$ cat config.mk
export PLATFORM = sky130hd
export DESIGN_NAME = multicycle_control_unit_flat
export DESIGN_NICKNAME = d
export VERILOG_FILES = /design/src/rtl/multicycle_control_unit_if.sv /design/src/rtl/multicycle_control_unit.sv /design/src/flat_wrapper.sv
export SDC_FILE = /design/constraint.sdc
export NUM_CORES = 1
export LEC_CHECK = 0
export ABC_AREA = 1
export CELL_PAD_IN_SITES_DETAIL_PLACEMENT = 2
export CELL_PAD_IN_SITES_GLOBAL_PLACEMENT = 2
export CORE_MARGIN = 2
export CORE_UTILIZATION = 18
export CTS_BUF_LIST = sky130_fd_sc_hd__clkbuf_16
export DETAILED_ROUTE_END_ITERATION = 7
export GPL_ROUTABILITY_DRIVEN = 0
export PLACE_DENSITY = 0.83
export SYNTH_ARGS = -nofsm -noshare
export SYNTH_HDL_FRONTEND = slang
export SYNTH_SLANG_ARGS = --single-unit
$ cat constraint.sdc
create_clock -name clk -period 1.8 [get_ports clk]
set_input_delay 0.45 -clock clk [delete_from_list [all_inputs] [get_ports clk]]
set_output_delay 0.45 -clock clk [all_outputs]
set_load 0.05 [all_outputs]
$ cat src/rtl/multicycle_control_unit_if.sv
// multicycle_control_unit_if: opcode/handshake inputs and datapath controls of the multicycle control FSM.
interface multicycle_control_unit_if #(
   parameter int OPCODE_WIDTH = 6,
   parameter int STATE_WIDTH  = 4
);
   logic [OPCODE_WIDTH-1:0] op;
   logic                    mem_ready;
   logic                    pcwrite;
   logic                    pcwritecond;
   logic                    iord;
   logic                    memread;
   logic                    memwrite;
   logic                    irwrite;
   logic                    memtoreg;
   logic                    regdst;
   logic                    regwrite;
   logic                    alusrca;
   logic [1:0]              alusrcb;
   logic [1:0]              aluop;
   logic [1:0]              pcsource;
   logic                    instr_done;
   logic                    illegal_op;
   logic [STATE_WIDTH-1:0]  state;
   modport master (
      input  op, mem_ready,
      output pcwrite, pcwritecond, iord, memread, memwrite, irwrite, memtoreg, regdst,
             regwrite, alusrca, alusrcb, aluop, pcsource, instr_done, illegal_op, state
   );
   modport slave (
      output op, mem_ready,
      input  pcwrite, pcwritecond, iord, memread, memwrite, irwrite, memtoreg, regdst,
             regwrite, alusrca, alusrcb, aluop, pcsource, instr_done, illegal_op, state
   );
endinterface

$ cat src/rtl/multicycle_control_unit.sv
// multicycle_control_unit: Moore control FSM sequencing the multicycle MIPS datapath.
// Define JUMP_EN to decode j (000010) into the JUMP state; otherwise j is an illegal opcode.
module multicycle_control_unit #(
   parameter int OPCODE_WIDTH = 6,
   parameter int STATE_WIDTH  = 4
) (
   input logic                       clk,
   input logic                       rst_n,
   multicycle_control_unit_if.master bus
);
   localparam logic [STATE_WIDTH-1:0] FETCH  = STATE_WIDTH'(0);
   localparam logic [STATE_WIDTH-1:0] DECODE = STATE_WIDTH'(1);
   localparam logic [STATE_WIDTH-1:0] MEMADR = STATE_WIDTH'(2);
   localparam logic [STATE_WIDTH-1:0] MEMRD  = STATE_WIDTH'(3);
   localparam logic [STATE_WIDTH-1:0] MEMWB  = STATE_WIDTH'(4);
   localparam logic [STATE_WIDTH-1:0] MEMWR  = STATE_WIDTH'(5);
   localparam logic [STATE_WIDTH-1:0] EXEC   = STATE_WIDTH'(6);
   localparam logic [STATE_WIDTH-1:0] RWB    = STATE_WIDTH'(7);
   localparam logic [STATE_WIDTH-1:0] BRANCH = STATE_WIDTH'(8);
   localparam logic [STATE_WIDTH-1:0] ADDIEX = STATE_WIDTH'(10);
   localparam logic [STATE_WIDTH-1:0] ADDIWB = STATE_WIDTH'(11);
   localparam logic [OPCODE_WIDTH-1:0] OP_R    = OPCODE_WIDTH'(6'b000000);
   localparam logic [OPCODE_WIDTH-1:0] OP_LW   = OPCODE_WIDTH'(6'b100011);
   localparam logic [OPCODE_WIDTH-1:0] OP_SW   = OPCODE_WIDTH'(6'b101011);
   localparam logic [OPCODE_WIDTH-1:0] OP_BEQ  = OPCODE_WIDTH'(6'b000100);
   localparam logic [OPCODE_WIDTH-1:0] OP_ADDI = OPCODE_WIDTH'(6'b001000);
`ifdef JUMP_EN
   localparam logic [STATE_WIDTH-1:0]  JUMP = STATE_WIDTH'(9);
   localparam logic [OPCODE_WIDTH-1:0] OP_J = OPCODE_WIDTH'(6'b000010);
`endif
   logic [STATE_WIDTH-1:0] state_q;
   logic [STATE_WIDTH-1:0] state_d;
   logic [STATE_WIDTH-1:0] decode_tail;
   logic legal_op;
   logic in_fetch, in_decode, in_memadr, in_memrd, in_memwb, in_memwr;
   logic in_exec, in_rwb, in_branch, in_jump, in_addiex, in_addiwb;
   logic illegal;
`ifdef JUMP_EN
   assign legal_op    = bus.op inside {OP_R, OP_LW, OP_SW, OP_BEQ, OP_ADDI, OP_J};
   assign decode_tail = (bus.op == OP_J) ? JUMP : FETCH;
   assign in_jump     = state_q == JUMP;
`else
   assign legal_op    = bus.op inside {OP_R, OP_LW, OP_SW, OP_BEQ, OP_ADDI};
   assign decode_tail = FETCH;
   assign in_jump     = 1'b0;
`endif
   always_comb begin
      state_d = FETCH;
      case (state_q)
         FETCH:  state_d = bus.mem_ready ? DECODE : FETCH;
         DECODE: state_d = (bus.op == OP_LW || bus.op == OP_SW) ? MEMADR :
                           (bus.op == OP_R)    ? EXEC   :
                           (bus.op == OP_BEQ)  ? BRANCH :
                           (bus.op == OP_ADDI) ? ADDIEX : decode_tail;
         MEMADR: state_d = (bus.op == OP_SW) ? MEMWR : MEMRD;
         MEMRD:  state_d = bus.mem_ready ? MEMWB : MEMRD;
         MEMWR:  state_d = bus.mem_ready ? FETCH : MEMWR;
         EXEC:   state_d = RWB;
         ADDIEX: state_d = ADDIWB;
         default: state_d = FETCH;
      endcase
   end
   always_ff @(posedge clk or negedge rst_n) begin
      if (!rst_n) state_q <= FETCH;
      else        state_q <= state_d;
   end
   assign in_fetch  = state_q == FETCH;
   assign in_decode = state_q == DECODE;
   assign in_memadr = state_q == MEMADR;
   assign in_memrd  = state_q == MEMRD;
   assign in_memwb  = state_q == MEMWB;
   assign in_memwr  = state_q == MEMWR;
   assign in_exec   = state_q == EXEC;
   assign in_rwb    = state_q == RWB;
   assign in_branch = state_q == BRANCH;
   assign in_addiex = state_q == ADDIEX;
   assign in_addiwb = state_q == ADDIWB;
   assign illegal   = in_decode & ~legal_op;
   // Everything is gated by rst_n so a mid-instruction reset drops all strobes at once.
   assign bus.pcwrite     = rst_n & ((in_fetch & bus.mem_ready) | in_jump);
   assign bus.pcwritecond = rst_n & in_branch;
   assign bus.iord        = rst_n & (in_memrd | in_memwr);
   assign bus.memread     = rst_n & (in_fetch | in_memrd);
   assign bus.memwrite    = rst_n & in_memwr;
   assign bus.irwrite     = rst_n & in_fetch & bus.mem_ready;
   assign bus.memtoreg    = rst_n & in_memwb;
   assign bus.regdst      = rst_n & in_rwb;
   assign bus.regwrite    = rst_n & (in_memwb | in_rwb | in_addiwb);
   assign bus.alusrca     = rst_n & (in_memadr | in_exec | in_branch | in_addiex);
   assign bus.alusrcb     = {2{rst_n}} & {in_decode | in_memadr | in_addiex, in_fetch | in_decode};
   assign bus.aluop       = {2{rst_n}} & {in_exec, in_branch};
   assign bus.pcsource    = {2{rst_n}} & {in_jump, in_branch};
   assign bus.instr_done  = rst_n & (in_memwb | in_rwb | in_branch | in_jump | in_addiwb |
                                     (in_memwr & bus.mem_ready) | illegal);
   assign bus.illegal_op  = rst_n & illegal;
   assign bus.state       = rst_n ? state_q : FETCH;
endmodule

$ cat src/flat_wrapper.sv
// flat-port wrapper written by rule: the top's interface ports become plain ports
module multicycle_control_unit_flat 
#(
   parameter int OPCODE_WIDTH = 6,
   parameter int STATE_WIDTH  = 4
)
  (clk, rst_n, bus_op, bus_mem_ready, bus_pcwrite, bus_pcwritecond, bus_iord, bus_memread, bus_memwrite, bus_irwrite, bus_memtoreg, bus_regdst, bus_regwrite, bus_alusrca, bus_alusrcb, bus_aluop, bus_pcsource, bus_instr_done, bus_illegal_op, bus_state);
  multicycle_control_unit_if #(.OPCODE_WIDTH(OPCODE_WIDTH), .STATE_WIDTH(STATE_WIDTH)) bus_i ();
  input logic clk;
  input logic rst_n;
  input wire logic [$bits(bus_i.op)-1:0] bus_op;
  input wire logic [$bits(bus_i.mem_ready)-1:0] bus_mem_ready;
  output wire logic [$bits(bus_i.pcwrite)-1:0] bus_pcwrite;
  output wire logic [$bits(bus_i.pcwritecond)-1:0] bus_pcwritecond;
  output wire logic [$bits(bus_i.iord)-1:0] bus_iord;
  output wire logic [$bits(bus_i.memread)-1:0] bus_memread;
  output wire logic [$bits(bus_i.memwrite)-1:0] bus_memwrite;
  output wire logic [$bits(bus_i.irwrite)-1:0] bus_irwrite;
  output wire logic [$bits(bus_i.memtoreg)-1:0] bus_memtoreg;
  output wire logic [$bits(bus_i.regdst)-1:0] bus_regdst;
  output wire logic [$bits(bus_i.regwrite)-1:0] bus_regwrite;
  output wire logic [$bits(bus_i.alusrca)-1:0] bus_alusrca;
  output wire logic [$bits(bus_i.alusrcb)-1:0] bus_alusrcb;
  output wire logic [$bits(bus_i.aluop)-1:0] bus_aluop;
  output wire logic [$bits(bus_i.pcsource)-1:0] bus_pcsource;
  output wire logic [$bits(bus_i.instr_done)-1:0] bus_instr_done;
  output wire logic [$bits(bus_i.illegal_op)-1:0] bus_illegal_op;
  output wire logic [$bits(bus_i.state)-1:0] bus_state;
  assign bus_i.op = bus_op;
  assign bus_i.mem_ready = bus_mem_ready;
  assign bus_pcwrite = bus_i.pcwrite;
  assign bus_pcwritecond = bus_i.pcwritecond;
  assign bus_iord = bus_i.iord;
  assign bus_memread = bus_i.memread;
  assign bus_memwrite = bus_i.memwrite;
  assign bus_irwrite = bus_i.irwrite;
  assign bus_memtoreg = bus_i.memtoreg;
  assign bus_regdst = bus_i.regdst;
  assign bus_regwrite = bus_i.regwrite;
  assign bus_alusrca = bus_i.alusrca;
  assign bus_alusrcb = bus_i.alusrcb;
  assign bus_aluop = bus_i.aluop;
  assign bus_pcsource = bus_i.pcsource;
  assign bus_instr_done = bus_i.instr_done;
  assign bus_illegal_op = bus_i.illegal_op;
  assign bus_state = bus_i.state;
  multicycle_control_unit #(.OPCODE_WIDTH(OPCODE_WIDTH), .STATE_WIDTH(STATE_WIDTH)) u_core (.clk(clk), .rst_n(rst_n), .bus(bus_i));
endmodule
Word-level counts from Yosys, hierarchy flattened
Cells that the tools add are included.

word-level totals
  bits in registers = 4
  bits in latches = 0
  bits in writable memories = 0
  memory bits (read-only) = 0
  output and inout bits = 22
  word-level logic and storage cells = 63
  memories kept = 0

cells by class
  $add $sub $neg = 0
  $mul = 0
  divide/modulo/power cells = 0
  $lt $le $gt $ge = 0
  equal/unequal tests = 14
  shifts and indexed selects = 0
  multiplexer cells = 10
  bitwise logic cells = 34
  reduce and logical (&&, ||, !) cells = 4

operator list
  kind                number
  $pmux 4 s7          1
  $mux 4              5
  $and 1x1->1         16
  $eq 4x3->1 const B  4
  $or 1x1->1          14
  $eq 4x4->1 const B  3
  $eq 6x6->1 const B  2
  $mux 3              3
  $eq 4x2->1 const B  2
  $eq 6x3->1 const B  1
  $eq 6x4->1 const B  1
  $logic_not 6->1     1
  $reduce_bool 5->1   1
  $and 2x2->2         2
  $eq 4x1->1 const B  1
  $logic_not 4->1     1
  $and 2x1->2         1
  $logic_or 1x1->1    1
  $mux 1              1
  $not 1->1           1

Longest topological paths before layout
  word-level depth = 7
  mapped depth = 8
  depth with buffers taken out = 8

Least setup slack after synthesis
No wires, ideal clock.

  kind = input to output
  start point = input rst_n
  end point = output bus_iord
  arrival = 1.973 ns
  path slack = -0.623 ns
  cell stages on the path = 5
  cells stage by stage = buf_2 > nand2_1 > inv_1 > nand2_1 > o22ai_1

on the way
  longest elaborated chain between the ends = 1

RTL lines
  item         line                           text
  from (decl)  flat_wrapper.sv:10             input logic rst_n;
  $and 1x1->1  multicycle_control_unit.sv:82  assign bus.iord = rst_n & (in_memrd | in_memwr);
  to (decl)    flat_wrapper.sv:15             output wire logic [$bits(bus_i.iord)-1:0] bus_iord;

Every way passes these cells.

Worst setup path after layout
  start point = register u_core.state_q[1]
  end point = output bus_alusrcb[1]

on the way
  longest elaborated chain between the ends = 4
  elaborated cells on any way between the ends = 6
  those cells by class = eq/ne (3); bitwise (3)

RTL lines
  item                                      line                                                          text
  from (decl)                               multicycle_control_unit.sv:31                                 logic [STATE_WIDTH-1:0] state_q;
  from (signal assigned)                    multicycle_control_unit.sv:65                                 else state_q <= state_d;
  $eq 4x1->1 or $eq 4x2->1 (tied branches)  multicycle_control_unit.sv:68, multicycle_control_unit.sv:69
  $or 1x1->1                                multicycle_control_unit.sv:90                                 assign bus.alusrcb = {2{rst_n}} & {in_decode | in_memadr | in_addiex, in_fetch | in_decode};
  $or 1x1->1 (*)                            multicycle_control_unit.sv:90
  $and 2x2->2 (*)                           multicycle_control_unit.sv:90
  to (decl)                                 flat_wrapper.sv:23                                            output wire logic [$bits(bus_i.alusrcb)-1:0] bus_alusrcb;

Mark *: on every way between the ends. The rest lies on a longest branch, timed or not.

==> impl_metrics.csv <==
group,metric,value,unit
run_status,outcome,"complete, but fails checks",
run_status,violations,"setup timing",
clock_network,cts.htree.levels,1,
synth,synth-compound-area-share,5.532,%
power_and_ir_drop,p_switching,1.116,mW
synth,ys.warnings.count,0,
power_and_ir_drop,p_int,1.174,mW
route,antenna_left,0,
clock_network,path_clk_slew,0.03,ns
placement,dp_hpwl,2294,um
floorplan,die_y,61.16,um
synth,syn_area,588.1,um^2
clock_network,max-clock-path-buffers,2,
route,drc,0,
global_routing,grt_remaining_overflow,0,
finish,diodes,0,
critical_path,cp.arrival,1.52,ns
finish,stdcell_count,213,
route,drtIter0Drc,7,
finish,top_regs,"u_core.state_q: 4 flops",
power_and_ir_drop,power.clock.fraction,15.5,%
synth,yosys_register_bits,4,
floorplan,core,3078,um^2
critical_path,path_max_fanout,4,
timing,post-route-min-period,1.971,ns
floorplan,die_area,3740,um^2
clock_network,clkLatencyLatePin,0.23,ns
finish,max_flop_register,"u_core.state_q",
clock_network,cts_hold_buf,0,
finish,largest_register_ffs,4,
finish,nets,180,
power_and_ir_drop,power.share.switching,48.74,%
critical_path,crit_path_end_kind,"output pin",
timing,worst_slack,-0.1708,ns
clock_network,cts_made_buffers,3,
global_routing,grt_use_total,19.51,%
synth,ys_types,19,
timing,final_hold_viol_count,0,
power_and_ir_drop,seqPwrFrac,8.7,%
finish,nFillCells,336,
job,max_cap_viol_count,0,
placement,io_buffers,29,
placement,place_inst,198,
route,vias,940,
critical_path,required,1.35,ns
timing,setup_viol,18,
synth,synth_top_family_by_area,"simple AND/OR/NAND/NOR gates",
synth,netlist_instances,115,
timing,slew_viol_final,0,
global_routing,grtUsageMet2,39.97,%
power_and_ir_drop,power_leakage,0.7821,nW
global_routing,busiest_layer,"met2",
floorplan,die_w,61.16,um
synth,muxShareOfSynthArea,0,%
synth,synthXorXnorAreaFrac,0,%
route,routed_wl,3856,um
critical_path,critPathLaunchType,"register",
floorplan,start_util,19.11,%
timing,fmax,0.5074,GHz
timing,fin_worst_skew,0.002592,ns
finish,drive_gt1_share,63.31,%
critical_path,path_class,"register to output pin",
power_and_ir_drop,power_density,1392,nW/um^2
floorplan,std_cell_rows,20,
finish,final_common_cell,"nand2_1",
synth,synth_largest_area_cell,"nand2_1",
global_routing,grt_max_degree,9,
min_path,hold_class,"primary input to async pin",
synth,synthTopCellsByArea,"nand2_1 (25%), dfrtp_1 (17%), nor2_1 (15%)",
finish,area_growth,179.6,%
finish,final_cell_mix,"nand2_1 (27), buf_4 (23), buf_12 (22), inv_1 (12), nor2_1 (10)",
synth,synth_fp_nets,124,
route,vias_per_cell,4.413,
global_routing,use_met1,19.47,%
power_and_ir_drop,ir_worst_vdd,686.2,uV
synth,synthAdderAreaFrac,0,%
synth,synth.avg_cell_area,5.114,um^2
synth,netlist.area_leader.share,24.89,%
route,routedWlPerCell,18.10,um
timing,tns,-1.444,ns
timing,fin_crit_sh,109.5,%
synth,yosysSeqAreaShare,17.02,%
global_routing,antenna_found_initial,0,
synth,synth-simple-area-share,56.17,%
timing,grt_setup_unrepaired,"yes",
global_routing,grt_pass1_wl,5209,um
power_and_ir_drop,comb_power_share,75.7,%
route,drtPass1Iterations,2,
clock_network,clock_sinks,4,
clock_network,root_buffer,"clkbuf_16",
clock_network,cts_tree,"done",
global_routing,met3_usage,1.681,%
floorplan,pin_count,31,
global_routing,grt_pass1_vias,1083,
path summary, 6_finish.rpt:
kind / depth (start not counted) / end / slack [ns] / start
worst max-delay path: 5 / bus_alusrcb[1] / -0.17 / u_core.state_q[1]
worst min-delay path: 2 / u_core.state_q[0] / 0.37 / rst_n
worst max register to register: 7 / u_core.state_q[0] / 0.35 / u_core.state_q[2]
worst min register to register: 4 / u_core.state_q[3] / 0.81 / u_core.state_q[2]
max in group asynchronous: 2 / u_core.state_q[2] / 1.30 / rst_n
min in group clk: 5 / u_core.state_q[1] / 0.76 / bus_op[2]
critical path: stages, from the launching register on:
cell and delay [ns]:
dfrtp_2 0.43, clkinv_4 0.12, nor2_4 0.15, nand2_1 0.16, a31oi_4 0.26, buf_12 0.16
final cells by class:
| type | count | area (um^2) | area share [%] |
|---|---|---|---|
| Timing Repair Buffer | 56 | 714.4 | 43.46 |
| Inverter | 22 | 97.59 | 5.936 |
| Clock buffer | 3 | 75.07 | 4.566 |
| Sequential cell | 4 | 105.1 | 6.393 |
| Multi-Input combinational cell | 84 | 596.8 | 36.30 |
| Tap cell | 44 | 55.05 | 3.349 |
power groups by stage:
stage	logic (mW)	clock network [mW]	registers, mW
2_1_floorplan	0.727	0	0.141
3_3_place_gp	1.23	0	0.170
3_5_place_dp	1.27	0	0.177
4_1_cts	1.48	0.362	0.187
5_1_grt	1.82	0.369	0.204
6_report	1.73	0.356	0.200
logic make-up (layout without fill, tap and decap cells):
| kind of cell | after synthesis | in the layout |
|---|---|---|
| simple gates | 77 | 77 |
| buf+inv | 27 | 81 |
| compound gates | 6 | 6 |
| flops | 4 | 4 |
| other cells | 1 | 1 |
synthesized netlist by cell type:
cell type / count
nor3_1: 2
o21ai_0: 1
o22ai_1: 1
buf_6: 1
inv_2: 3
nand3_2: 1
nand3_1: 6
nand2_2: 2
conb_1: 1
nor2_1: 23
a31oi_1: 1
nor2_4: 2
buf_2: 1
a21oi_1: 3
dfrtp_1: 4
buf_4: 3
inv_1: 19
nand2_1: 39
nor2_2: 2
repair_timing:
action,4_1_cts,5_1_grt
endpoints found under the setup margin,21,17
resized for setup,36,27
pin swaps,8,8
setup buffers,4,8
routing by layer:
layer | share of wire, % | wire length, um | vias up
li1 | - | - | 450
met4 | 3.2 | 123 | 0
met3 | 2.3 | 90 | 10
met1 | 37 | 1423 | 447
met5 | 0 | 0 | -
met2 | 58 | 2218 | 33
through the flow:
step	utilization [%]	hold WS [ns]	setup slack [ns]	power [mW]	area, um^2
global placement	42.60	0.7791	-0.4209	1.397	1311
detailed placement	42.60	0.8054	-0.4716	1.449	1311
finish	53.41	0.3696	-0.1708	2.289	1644
global route	53.41	0.3852	-0.2366	2.389	1644
CTS	48.29	0.3589	-0.1279	2.026	1486
floorplan	-	0.1544	-0.1959	0.8681	684.4
Note: power is estimated with default switching activity, not from simulation.
